==> src/rtl/pipeline_hazard_ctrl.sv <==
// Stall/flush sequencer for the 5-stage pipeline. It drives the stage load enables,
// the NOP injection controls and the PC redirect, and keeps the stall and flush counters.
//
// state | meaning
// INIT  | forced NOP injection after reset, PC held
// RUN   | normal hazard arbitration
// DRAIN | mispredict seen without fetch response; waiting to redirect
module pipeline_hazard_ctrl #(
  parameter int INIT_CYCLES = 3
) (
  input  logic        clk_i,
  input  logic        rst_n_i,
  input  logic        icache_resp_i,
  input  logic        dcache_busy_i,
  input  logic [4:0]  id_rs1_i,
  input  logic [4:0]  id_rs2_i,
  input  logic        id_uses_rs1_i,
  input  logic        id_uses_rs2_i,
  input  logic [4:0]  ex_rd_i,
  input  logic [4:0]  ex_rs1_i,
  input  logic [4:0]  ex_rs2_i,
  input  logic        ex_mem_read_i,
  input  logic        ex_mispredict_i,
  input  logic [31:0] ex_target_i,
  input  logic [4:0]  wb_rd_i,
  input  logic        wb_regwrite_i,
  output logic        load_pc_o,
  output logic        load_if_id_o,
  output logic        load_id_ex_o,
  output logic        load_ex_mem_o,
  output logic        load_mem_wb_o,
  output logic        flush_if_id_o,
  output logic        bubble_id_ex_o,
  output logic        overwrite_id_ex_o,
  output logic        pc_redirect_o,
  output logic [31:0] pc_redirect_target_o,
  output logic [31:0] stall_cycles_o,
  output logic [31:0] flush_count_o
);

  localparam int CW = (INIT_CYCLES > 3) ? $clog2(INIT_CYCLES) : 2;

  typedef enum logic [1:0] {
    INIT  = 2'd0,
    RUN   = 2'd1,
    DRAIN = 2'd2
  } state_t;

  state_t        state_q, state_d;
  logic [CW-1:0] init_cnt_q, init_cnt_d;
  logic [31:0]   target_q, target_d;
  logic [31:0]   stall_q, flush_q;
  logic          stall_inc, flush_inc;
  logic          load_use;

  assign load_use = ex_mem_read_i && (ex_rd_i != 5'd0) &&
                    ((id_uses_rs1_i && (id_rs1_i == ex_rd_i)) ||
                     (id_uses_rs2_i && (id_rs2_i == ex_rd_i)));

  always_comb begin
    state_d              = state_q;
    init_cnt_d           = init_cnt_q;
    target_d             = target_q;
    stall_inc            = 1'b0;
    flush_inc            = 1'b0;
    load_pc_o            = 1'b0;
    load_if_id_o         = 1'b0;
    load_id_ex_o         = 1'b0;
    load_ex_mem_o        = 1'b0;
    load_mem_wb_o        = 1'b0;
    flush_if_id_o        = 1'b0;
    bubble_id_ex_o       = 1'b0;
    overwrite_id_ex_o    = 1'b0;
    pc_redirect_o        = 1'b0;
    pc_redirect_target_o = 32'd0;

    case (state_q)
      INIT: begin
        load_if_id_o   = 1'b1;
        load_id_ex_o   = 1'b1;
        load_ex_mem_o  = 1'b1;
        load_mem_wb_o  = 1'b1;
        flush_if_id_o  = 1'b1;
        bubble_id_ex_o = 1'b1;
        if (init_cnt_q == '0) state_d = RUN;
        else init_cnt_d = init_cnt_q - CW'(1);
      end

      RUN: begin
        if (dcache_busy_i) begin
          stall_inc = 1'b1;
        end else if (ex_mispredict_i && icache_resp_i) begin
          load_pc_o            = 1'b1;
          load_if_id_o         = 1'b1;
          load_id_ex_o         = 1'b1;
          load_ex_mem_o        = 1'b1;
          load_mem_wb_o        = 1'b1;
          flush_if_id_o        = 1'b1;
          bubble_id_ex_o       = 1'b1;
          pc_redirect_o        = 1'b1;
          pc_redirect_target_o = ex_target_i;
          flush_inc            = 1'b1;
        end else if (ex_mispredict_i) begin
          // Redirect must wait for the outstanding fetch; keep the target for DRAIN.
          target_d       = ex_target_i;
          load_id_ex_o   = 1'b1;
          load_ex_mem_o  = 1'b1;
          load_mem_wb_o  = 1'b1;
          bubble_id_ex_o = 1'b1;
          state_d        = DRAIN;
        end else if (load_use) begin
          load_id_ex_o   = 1'b1;
          load_ex_mem_o  = 1'b1;
          load_mem_wb_o  = 1'b1;
          bubble_id_ex_o = 1'b1;
          stall_inc      = 1'b1;
        end else if (!icache_resp_i) begin
          load_if_id_o  = 1'b1;
          load_id_ex_o  = 1'b1;
          load_ex_mem_o = 1'b1;
          load_mem_wb_o = 1'b1;
          flush_if_id_o = 1'b1;
          stall_inc     = 1'b1;
        end else begin
          load_pc_o     = 1'b1;
          load_if_id_o  = 1'b1;
          load_id_ex_o  = 1'b1;
          load_ex_mem_o = 1'b1;
          load_mem_wb_o = 1'b1;
        end
      end

      DRAIN: begin
        if (dcache_busy_i) begin
          stall_inc = 1'b1;
        end else if (!icache_resp_i) begin
          load_id_ex_o   = 1'b1;
          load_ex_mem_o  = 1'b1;
          load_mem_wb_o  = 1'b1;
          bubble_id_ex_o = 1'b1;
          stall_inc      = 1'b1;
        end else begin
          load_pc_o            = 1'b1;
          load_if_id_o         = 1'b1;
          load_id_ex_o         = 1'b1;
          load_ex_mem_o        = 1'b1;
          load_mem_wb_o        = 1'b1;
          flush_if_id_o        = 1'b1;
          bubble_id_ex_o       = 1'b1;
          pc_redirect_o        = 1'b1;
          pc_redirect_target_o = target_q;
          flush_inc            = 1'b1;
          state_d              = RUN;
        end
      end

      default: state_d = INIT;
    endcase

    // A held ID/EX would otherwise miss the value being written back this cycle.
    if ((state_q != INIT) && !load_id_ex_o && wb_regwrite_i && (wb_rd_i != 5'd0) &&
        ((wb_rd_i == ex_rs1_i) || (wb_rd_i == ex_rs2_i)))
      overwrite_id_ex_o = 1'b1;
  end

  always_ff @(posedge clk_i) begin
    if (!rst_n_i) begin
      state_q    <= INIT;
      init_cnt_q <= CW'(INIT_CYCLES - 1);
      target_q   <= 32'd0;
      stall_q    <= 32'd0;
      flush_q    <= 32'd0;
    end else begin
      state_q    <= state_d;
      init_cnt_q <= init_cnt_d;
      target_q   <= target_d;
      if (stall_inc) stall_q <= stall_q + 32'd1;
      if (flush_inc) flush_q <= flush_q + 32'd1;
    end
  end

  assign stall_cycles_o = stall_q;
  assign flush_count_o  = flush_q;

endmodule
==> config.mk <==
export PLATFORM = sky130hd
export DESIGN_NAME = pipeline_hazard_ctrl
export DESIGN_NICKNAME = d
export VERILOG_FILES = /design/src/rtl/pipeline_hazard_ctrl.sv
export SDC_FILE = /design/constraint.sdc
export NUM_CORES = 1
export LEC_CHECK = 0
export CAP_MARGIN = 20
export CORE_MARGIN = 1.5
export CORE_UTILIZATION = 30
export CTS_BUF_LIST = sky130_fd_sc_hd__clkbuf_8
export CTS_CLUSTER_SIZE = 12
export DETAILED_ROUTE_END_ITERATION = 10
export PLACE_DENSITY = 0.62
export SLEW_MARGIN = 5
export SYNTH_ARGS = -nofsm -noshare
export SYNTH_HDL_FRONTEND = slang
export SYNTH_SLANG_ARGS = --single-unit
==> constraint.sdc <==
create_clock -name clk_i -period 2.3 [get_ports clk_i]
set_input_delay 0.345 -clock clk_i [delete_from_list [all_inputs] [get_ports clk_i]]
set_output_delay 0.345 -clock clk_i [all_outputs]
set_load 0.005 [all_outputs]
-- Yosys cells after proc, flatten, opt, wreduce, memory -nomap -nowiden
Cells that the tools add are included.
- latch bits: 0
- ROM bits: 0
- memories: 0
- bits in registers: 100
- bits of input ports: 71
- bits in writable memories: 0
- equality and inequality tests: 12
- add/sub/neg operators: 3
- div/mod/pow operators: 0
- magnitude comparators: 0
- shift operators: 0
- reduce and logical (&&, ||, !) cells: 21
- mux-type cells: 47
- multipliers: 0
- bitwise operators: 3
- operator list (cell ; number):
    32-bit 2-to-1 mux ; 4
    32-bit by 1-bit adder with 32-bit output, second input constant ; 2
    32-bit one-hot mux with 2 select lines ; 1
    1-bit 2-to-1 mux ; 28
    5-bit equality test ; 4
    2-bit 2-to-1 mux ; 6
    2-bit != test, second input constant ; 6
    5-bit nonzero test ; 2
    1-bit logical AND ; 9
    1-bit one-hot mux with 3 select lines ; 3
    1-bit one-hot mux with 2 select lines ; 4
    2-bit one-hot mux with 3 select lines ; 1
    6-bit AND reduction ; 1
    2-bit logical NOT ; 2
    4-bit AND reduction ; 1
    1-bit NOT ; 3
    2-bit by 1-bit equality test with 1-bit output, second input constant ; 1
    2-bit equality test, second input constant ; 1
    1-bit logical OR ; 2
    2-bit AND reduction ; 1
    2-bit nonzero test ; 1
    2-bit OR reduction ; 1
    2-bit by 1-bit subtractor with 2-bit output, second input constant ; 1
    1-bit logical NOT ; 1

-- Longest topological paths before layout
Gate-level depths: netlist (run 1).
- depth after elaboration: 9
- mapped depth: 11
- mapped depth without buffers: 8

-- Least setup slack after synthesis (run 1)
No wires, ideal clock.
- path type: reg-to-reg
- start: reg state_q[0]
- end: reg flush_q[22], in the netlist flush_count_o[22]
- path slack: 0.113 ns
- arrival time: 2.117 ns
- stages on the path, launching flop included: 10
- setup time: 0.070 ns
- required time: 2.230 ns
- path through: dfxtp_1 -> inv_1 -> ha_1 -> buf_2 -> nand3b_4 -> nor3_4 -> nand4_2 -> or4_1 -> nor4_1 -> o21bai_1
- longest elaborated chain between the ends: 2
- RTL lines (what ; line ; text):
    start: declaration ; 49 ; state_t state_q, state_d;
    start signal: assignment ; 174 ; state_q <= state_d;
    2-bit equality test / 2-bit by 1-bit equality test with 1-bit output (equally long branches) ; 77 ; case (state_q)
    1-bit one-hot mux with 2 select lines (*) ; 77 ;
    end signal: assignment ; 178 ; if (flush_inc) flush_q <= flush_q + 32'd1;
    end: declaration ; 52 ; logic [31:0] stall_q, flush_q;
Mark *: on every way between the ends. The rest lies on a longest branch, timed or not.
A chain may end at the register's enable or synchronous reset.

-- Final worst setup path (run 1)
- start: in ex_rd_i[1]
- end: out load_if_id_o
- longest elaborated chain between the ends: 9
- RTL lines (what ; line ; text):
    start: declaration ; 19 ; input logic [4:0] ex_rd_i,
    5-bit equality test (on tied branches) ; 57, 58 ;
    1-bit logical AND (on tied branches) ; 57, 58 ;
    1-bit logical OR ; 57 ; ((id_uses_rs1_i && (id_rs1_i == ex_rd_i)) ||
    1-bit logical AND (*) ; 56 ; assign load_use = ex_mem_read_i && (ex_rd_i != 5'd0) &&
    1-bit 2-to-1 mux (*) ; 111 ; end else if (load_use) begin
    1-bit 2-to-1 mux (*) ; 103 ; end else if (ex_mispredict_i) begin
    1-bit 2-to-1 mux (*) ; 92 ; end else if (ex_mispredict_i && icache_resp_i) begin
    1-bit 2-to-1 mux (*) ; 90 ; if (dcache_busy_i) begin
    1-bit one-hot mux with 3 select lines (*) ; 77 ;
    end: declaration ; 28 ; output logic load_if_id_o,
Marks and branches as above.

==> flow_summary_export.csv, run 1 <==
group,metric,value,unit
synthesis,synth_edf_count,0,
hold_path,worstHoldPathType,"reg -> reg",
synthesis,yosys-mux-area-fraction,0.003774,
clocking,cts_root_buf,"clkbuf_8",
placed_design,hpwlAfterDp,10760,um
synthesis,synth_xor_area_frac,0.07596,
synthesis,ys_async_sr_fraction,0,
timing,min_period,2.306,ns
detailed_routing,wl_per_cell,14.53,um
clocking,numCtsBuffers,9,
synthesis,synthDistinctLibCells,52,
job,cap_violations,0,
detailed_routing,wl,16200,um
timing,fin_ws,-0.006213,ns
synthesis,synth_area,5304,um^2
synthesis,yosysSeqAreaShare,0.3774,
worst_setup_path,critPathMaxFanout,3,
placed_design,routabilityCongestion,0.7730,
synthesis,yosys.area_share.simple,0.2890,
global_route,grt_max_degree,45,
timing,max_freq,433.6,MHz
detailed_routing,viasPerCell,4.922,
detailed_routing,drtIter0Drc,165,
layout,layout_commonest_cell,"clkdlybuf4s50_1",
floorplanning,rows,48,
worst_setup_path,slowest_delay,0.53,ns
worst_setup_path,r2r-end,"flush_count_o[22]",
floorplanning,pin_count,176,
layout,mostFrequentLayoutCells,"115 x clkdlybuf4s50_1, 98 x dfxtp_1, 97 x nand2_1",
timing,setup_viol_count_final,1,
synthesis,synth_fa_ha_area_frac,0.01651,
layout,area_delta_synth_final,53.29,%
detailed_routing,vias,5488,
timing,relSlewSlack,0.7095,
worst_setup_path,critPathSlowestCell,"or4_4",
worst_setup_path,worstPathArrival,1.96,ns
worst_setup_path,critPathCaptureType,"primary output",
worst_setup_path,critPathCapture,"load_if_id_o",
timing,tns,-0.006213,ns
pwr,finalPower,4.228,mW
detailed_routing,drtAntennaViolNets,0,
layout,layout.nets,957,
synthesis,syn_nets,739,
timing,timing.final.crit_share,1.003,
worst_setup_path,startpoint,"ex_rd_i[1]",
timing,hold_viol,0,
timing,tightest_slew,0.4353,ns
clocking,cts.htree.levels,3,
global_route,grt_overflow_total,0,
timing,finClkSkew,0.01298,ns
outcome,status,"complete, but fails checks",
synthesis,avgSynthCellArea,8.024,um^2
global_route,antenna_found_initial,6,
synthesis,synth-compound-area-share,0.1871,
clocking,cts_hold_buf,0,
floorplanning,coreArea,17300,um^2
synthesis,ys_ff_latch,100,
worst_setup_path,r2r_cells,10,
synthesis,synth_top_family_by_area,"simple AND/OR/NAND/NOR gates",
worst_setup_path,crit_family,"simple AND/OR/NAND/NOR gates",
timing,slew_viol_final,0,
layout,final_layout_size_suffix_gt1_frac,0.2183,
floorplanning,die-height,136.0,um
worst_setup_path,crit_chain,"buf_6 -> or4_4 -> o21ai_2 -> inv_1 -> and2_4 -> or3_4 -> a21oi_2 -> buf_2",
floorplanning,die_width,136.0,um
pwr,irDropWorstVdd,0.2466,mV
outcome,violations,"setup timing",
worst_setup_path,worst-path-stages,8,
clocking,cts_tree,"yes",
synthesis,synth_top_cell_area_share,0.3774,
placed_design,io_buffers,175,
clocking,cts.sinks,100,
worst_setup_path,r2r-start,"state_q[0]",
pwr,power_density,520.1,nW/um^2
floorplanning,start_util,0.3066,
global_route,grt_pass1_wl,25400,um
worst_setup_path,required,1.96,ns
global_route,grt_util_all_layers,0.1726,
pwr,p_leak,2.807,nW
clocking,clk_pin_slew,0.09,ns
synthesis,yosys_warnings,0,
clocking,cts_buffer_depth,2,
clocking,clk_latency,0.38,ns
hold_path,holdPathStages,2,
worst_setup_path,r2r_setup_slack,0.04,ns
worst_setup_path,critPathBufInv,3,
global_route,grt_pass1_vias,4959,
worst_setup_path,path_class,"in -> out",
synthesis,syn_inst,661,
synthesis,ys.flop_type,"dfxtp_1",
synthesis,yosys-top-cells-area,"dfxtp_1 38%, nand2_1 6.9%, a21oi_1 6.8%, xnor2_1 5.8%, a22oi_1 4.5%",
detailed_routing,drc,0,
floorplanning,die_area,18490,um^2
detailed_routing,drt_pass1_iterations,4,
worst_setup_path,critPathLaunchType,"primary input",
synthesis,yosys.area.top_type,"dfxtp_1",
timing,grt_setup_unrepaired,"true",
cell usage after synthesis (2+ instances only):
| master | count |
|---|---|
| o21ai_0 | 9 |
| nand4_1 | 16 |
| o21ai_1 | 13 |
| buf_4 | 2 |
| a21oi_2 | 5 |
| buf_6 | 3 |
| clkbuf_1 | 27 |
| ha_1 | 7 |
| o21bai_1 | 2 |
| nand2_1 | 98 |
| buf_2 | 3 |
| nand3_1 | 17 |
| and3_1 | 4 |
| xnor2_1 | 35 |
| and4_1 | 8 |
| and2_1 | 4 |
| or2_2 | 2 |
| a22oi_1 | 32 |
| o31ai_1 | 16 |
| nand2b_1 | 3 |
| nor2_1 | 39 |
| a21oi_1 | 72 |
| nand4_2 | 2 |
| xor2_1 | 11 |
| nor2b_1 | 32 |
| inv_1 | 22 |
| a31oi_1 | 2 |
| or3_1 | 20 |
| dfxtp_1 | 100 |
| mux2i_1 | 2 |
| nor3_1 | 14 |
| nor4_1 | 2 |
| or4_1 | 18 |
layout make-up:
| type | instances | area, um^2 |
|---|---|---|
| Fill cell | 1751 | 9166 |
| Tap cell | 225 | 281.5 |
| Multi-Input combinational cell | 502 | 3307 |
| Clock inverter | 7 | 50.05 |
| Inverter | 22 | 86.33 |
| Sequential cell | 100 | 2004 |
| Timing Repair Buffer | 244 | 2262 |
| Clock buffer | 9 | 123.9 |
| Antenna cell | 6 | 15.01 |
report_power, final:
group          switching (mW)  internal, mW
logic                   0.617         0.712
clock network           0.678         0.401
registers              0.0340          1.79
total                    1.33          2.90
flip-flops by register name, summed over array words and instances (netlist names):
register        flops
flush_count_o      32
stall_cycles_o     32
state_q             2
target_q           32
init_cnt_q          2
stage by stage:
step	std cells	setup slack, ns	instance area, um^2	utilization	hold WS (ns)
detailed placement	1072	-0.8449	7625	0.4408	0.4465
global placement	1072	-0.8455	7625	0.4408	0.4406
global route	1112	-0.08610	8123	0.4696	0.4736
floorplan	661	0.1130	5304	-	0.4339
CTS	1108	-0.09246	8071	0.4667	0.4606
finish	1115	-0.006213	8130	0.4701	0.4583
worst min-delay path, delay by kind of cell, from the launching register on:
kind | cells | cell delay [ns]
AOI/OAI and AO/OA | 1 | 0.05
DFF | 1 | 0.32
and+or+nand+nor | 1 | 0.05
how the worst min path moves through the flow:
stage / end / start
floorplan: init_cnt_q[1] / rst_n_i
global placement: target_q[3] / target_q[3]
detailed placement: target_q[17] / target_q[17]
CTS: target_q[1] / target_q[1]
global route: target_q[15] / target_q[15]
finish: target_q[2] / target_q[2]
timing repair:
item	4_1_cts	5_1_grt
setup endpoints to repair	49	58
buffers inserted	16	6
resized for setup	229	27
pin swaps	33	18
endpoints found under the hold margin	0	0
gates cloned	4	0
layer usage:
| metal | GRT usage | routed length [um] |
|---|---|---|
| met3 | 0.04661 | 1078 |
| met5 | 0 | 17 |
| met4 | 0.05201 | 165 |
| met2 | 0.2809 | 7522 |
| met1 | 0.2228 | 7413 |
kinds of logic (layout without fill, tap and decap cells):
logic type	after synthesis	count (layout)
simple gates	288	288
flops	100	100
mux	2	2
buf+inv	59	282
xor+xnor	46	46
compound gates	159	159
other cells	0	6
fa+ha+maj	7	7
(Power assumes the default switching activity.)
==> inputs of run 2 (changes only) <==
Settings changed: CORE_UTILIZATION 30 to 35, PLACE_DENSITY 0.62 to 0.7.
==> flow_summary_export.csv, run 2 (synthesis gave the netlist of run 1 again) <==
group,metric,value,unit
floorplanning,die_area,15900,um^2
timing,setup_viol_count_final,9,
clocking,cts_tree,"yes",
global_route,grt_pass1_wl,25360,um
worst_setup_path,critPathMaxFanout,8,
floorplanning,pin_count,176,
worst_setup_path,r2r_setup_slack,0.08,ns
clocking,cts_root_buf,"clkbuf_8",
clocking,clk_pin_slew,0.10,ns
clocking,clk_latency,0.38,ns
clocking,cts.htree.levels,3,
detailed_routing,wl,16210,um
layout,antenna_cells,0,
global_route,grt_max_degree,45,
timing,relSlewSlack,0.7618,
timing,finClkSkew,0.01224,ns
floorplanning,start_util,0.3622,
layout,layout_commonest_cell,"clkdlybuf4s50_1",
pwr,power_density,516.1,nW/um^2
detailed_routing,drtIter0Drc,338,
placed_design,io_buffers,175,
layout,seq_area,2004,um^2
worst_setup_path,required,1.96,ns
detailed_routing,drtAntennaViolNets,0,
layout,final_util,0.5718,
worst_setup_path,r2r_cells,9,
layout,n_fill_cell,1312,
job,cap_violations,0,
timing,grt_setup_unrepaired,"true",
detailed_routing,wl_per_cell,14.94,um
timing,hold_viol,0,
layout,final_layout_size_suffix_gt1_frac,0.2397,
detailed_routing,vias,5564,
floorplanning,rows,44,
global_route,use_met2,0.3306,
detailed_routing,drt_pass1_iterations,8,
worst_setup_path,slowest_delay,0.38,ns
detailed_routing,drc,16,
global_route,grtUsageMet1,0.2459,
pwr,p_comb_frac,0.311,
global_route,grt_pass1_vias,5163,
floorplanning,die-height,126.1,um
worst_setup_path,worst-path-stages,11,
placed_design,pre_cts_ws,-0.9116,ns
timing,slew_viol_final,0,
outcome,violations,"DRC, setup timing",
worst_setup_path,critPathLaunchType,"flip-flop",
worst_setup_path,path_class,"reg -> out",
worst_setup_path,r2r-start,"state_q[1]",
pwr,p_clk_frac,0.266,
worst_setup_path,crit_family,"buffers and inverters",
global_route,grt_overflow_total,0,
timing,fin_ws,-0.03597,ns
floorplanning,coreArea,14640,um^2
timing,timing.final.crit_share,1.016,
placed_design,hpwlAfterDp,10160,um
layout,area_delta_synth_final,57.87,%
timing,tightest_slew,0.3567,ns
clocking,cts.sinks,100,
clocking,numCtsBuffers,9,
worst_setup_path,critPathCapture,"pc_redirect_target_o[14]",
pwr,irDropWorstVdd,0.2841,mV
pwr,seqPwrFrac,0.422,
worst_setup_path,startpoint,"state_q[1]",
pwr,p_leak,2.956,nW
timing,max_freq,428.1,MHz
pwr,netSwitchingPower,1.297,mW
worst_setup_path,worstPathArrival,1.99,ns
global_route,grt_util_all_layers,0.1963,
worst_setup_path,r2r-end,"flush_count_o[22]",
worst_setup_path,crit_top_cell,"buf_6",
floorplanning,die_width,126.1,um
layout,layout.nets,974,
outcome,status,"complete, but fails checks",
pwr,power.internal,3.025,mW
worst_setup_path,critPathBufInv,7,
layout,multi_input_area,3369,um^2
worst_setup_path,critPathCaptureType,"primary output",
worst_setup_path,crit_chain,"buf_6 -> ha_4 -> inv_4 -> nor3_4 -> buf_4 -> buf_6 -> buf_16 -> buf_6 -> a22oi_2 -> nor2b_1 -> buf_2",
global_route,met3_usage,0.04545,
global_route,grt_busiest_layer,"met2",
timing,min_period,2.336,ns
hold_path,worstHoldPathType,"reg -> reg",
clocking,cts_buffer_depth,2,
global_route,antenna_found_initial,0,
pwr,switching_share,0.3000,
detailed_routing,viasPerCell,5.128,
placed_design,routabilityCongestion,0.7623,
worst_setup_path,critPathSlowestCell,"dfxtp_2",
layout,mostFrequentLayoutCells,"120 x clkdlybuf4s50_1, 98 x dfxtp_1, 97 x nand2_1",
[run 2: cell types whose count changed in the layout (fill, tap and decap cells not counted), moves of 4 or more]
| cell | delta |
|---|---|
| a22oi_1 | -16 |
| a22oi_2 | +16 |
| dlygate4sd2_1 | -10 |
| buf_6 | +8 |
| diode_2 | -6 |
| clkdlybuf4s50_1 | +5 |
| buf_4 | +4 |
| dlymetal6s2s_1 | +4 |
[run 2: tightest hold or removal path: cells and delay by family (launching register included)]
kind | cells | cell delay (ns)
AO/OA/AOI/OAI | 1 | 0.05
flip-flops | 1 | 0.32
AND/OR/NAND/NOR | 1 | 0.05
[run 2: timing repair]
item,4_1_cts,5_1_grt
setup buffers,23,14
hold buffers,0,0
cloned,6,2
pin swaps,30,30
setup endpoints to repair,54,61
resized for setup,229,48
[run 2: worst min-delay path by stage]
stage | from | to | slack, ns | cells after the start
after floorplan | rst_n_i | init_cnt_q[1] | 0.43 | 1
after global placement | target_q[25] | target_q[25] | 0.44 | 2
after detailed placement | target_q[7] | target_q[7] | 0.45 | 2
after CTS | target_q[7] | target_q[7] | 0.46 | 2
after global routing | target_q[5] | target_q[5] | 0.48 | 2
final | target_q[29] | target_q[29] | 0.46 | 2
[run 2: power by group through the flow]
stage               Sequential [mW]  Combinational [mW]  Clock (mW)
floorplan                      1.85               0.592           0
global placement               1.86                1.12           0
detailed placement             1.86                1.13           0
CTS                            1.82                1.31        1.20
global route                   1.83                1.45        1.27
finish                         1.83                1.35        1.15
[run 2: through the flow]
step / area [um^2] / total power, mW / TNS, ns / cells / hold WS (ns)
floorplan: 5304 / 2.445 / 0 / 661 / 0.4339
finish: 8373 / 4.321 / -0.1744 / 1085 / 0.4599
global placement: 7572 / 2.978 / -15.40 / 1031 / 0.4412
global route: 8373 / 4.557 / -2.996 / 1085 / 0.4797
CTS: 8208 / 4.338 / -1.424 / 1076 / 0.4598
detailed placement: 7572 / 2.989 / -16.55 / 1031 / 0.4462
[run 2: cell type report]
cell class                 count  area share
sequential                   100      0.2394
inverter                      22     0.01046
multi-input combinational    503      0.4024
timing repair buffer         260      0.2972
clock buffer                   9     0.01479
tap                          184     0.02750
clock inverter                 7    0.008219
[run 2: layer usage]
layer,vias up,routed length (um)
li1,2821,-
met2,146,7697
met1,2575,7327
met5,-,0
met4,0,323
met3,22,859
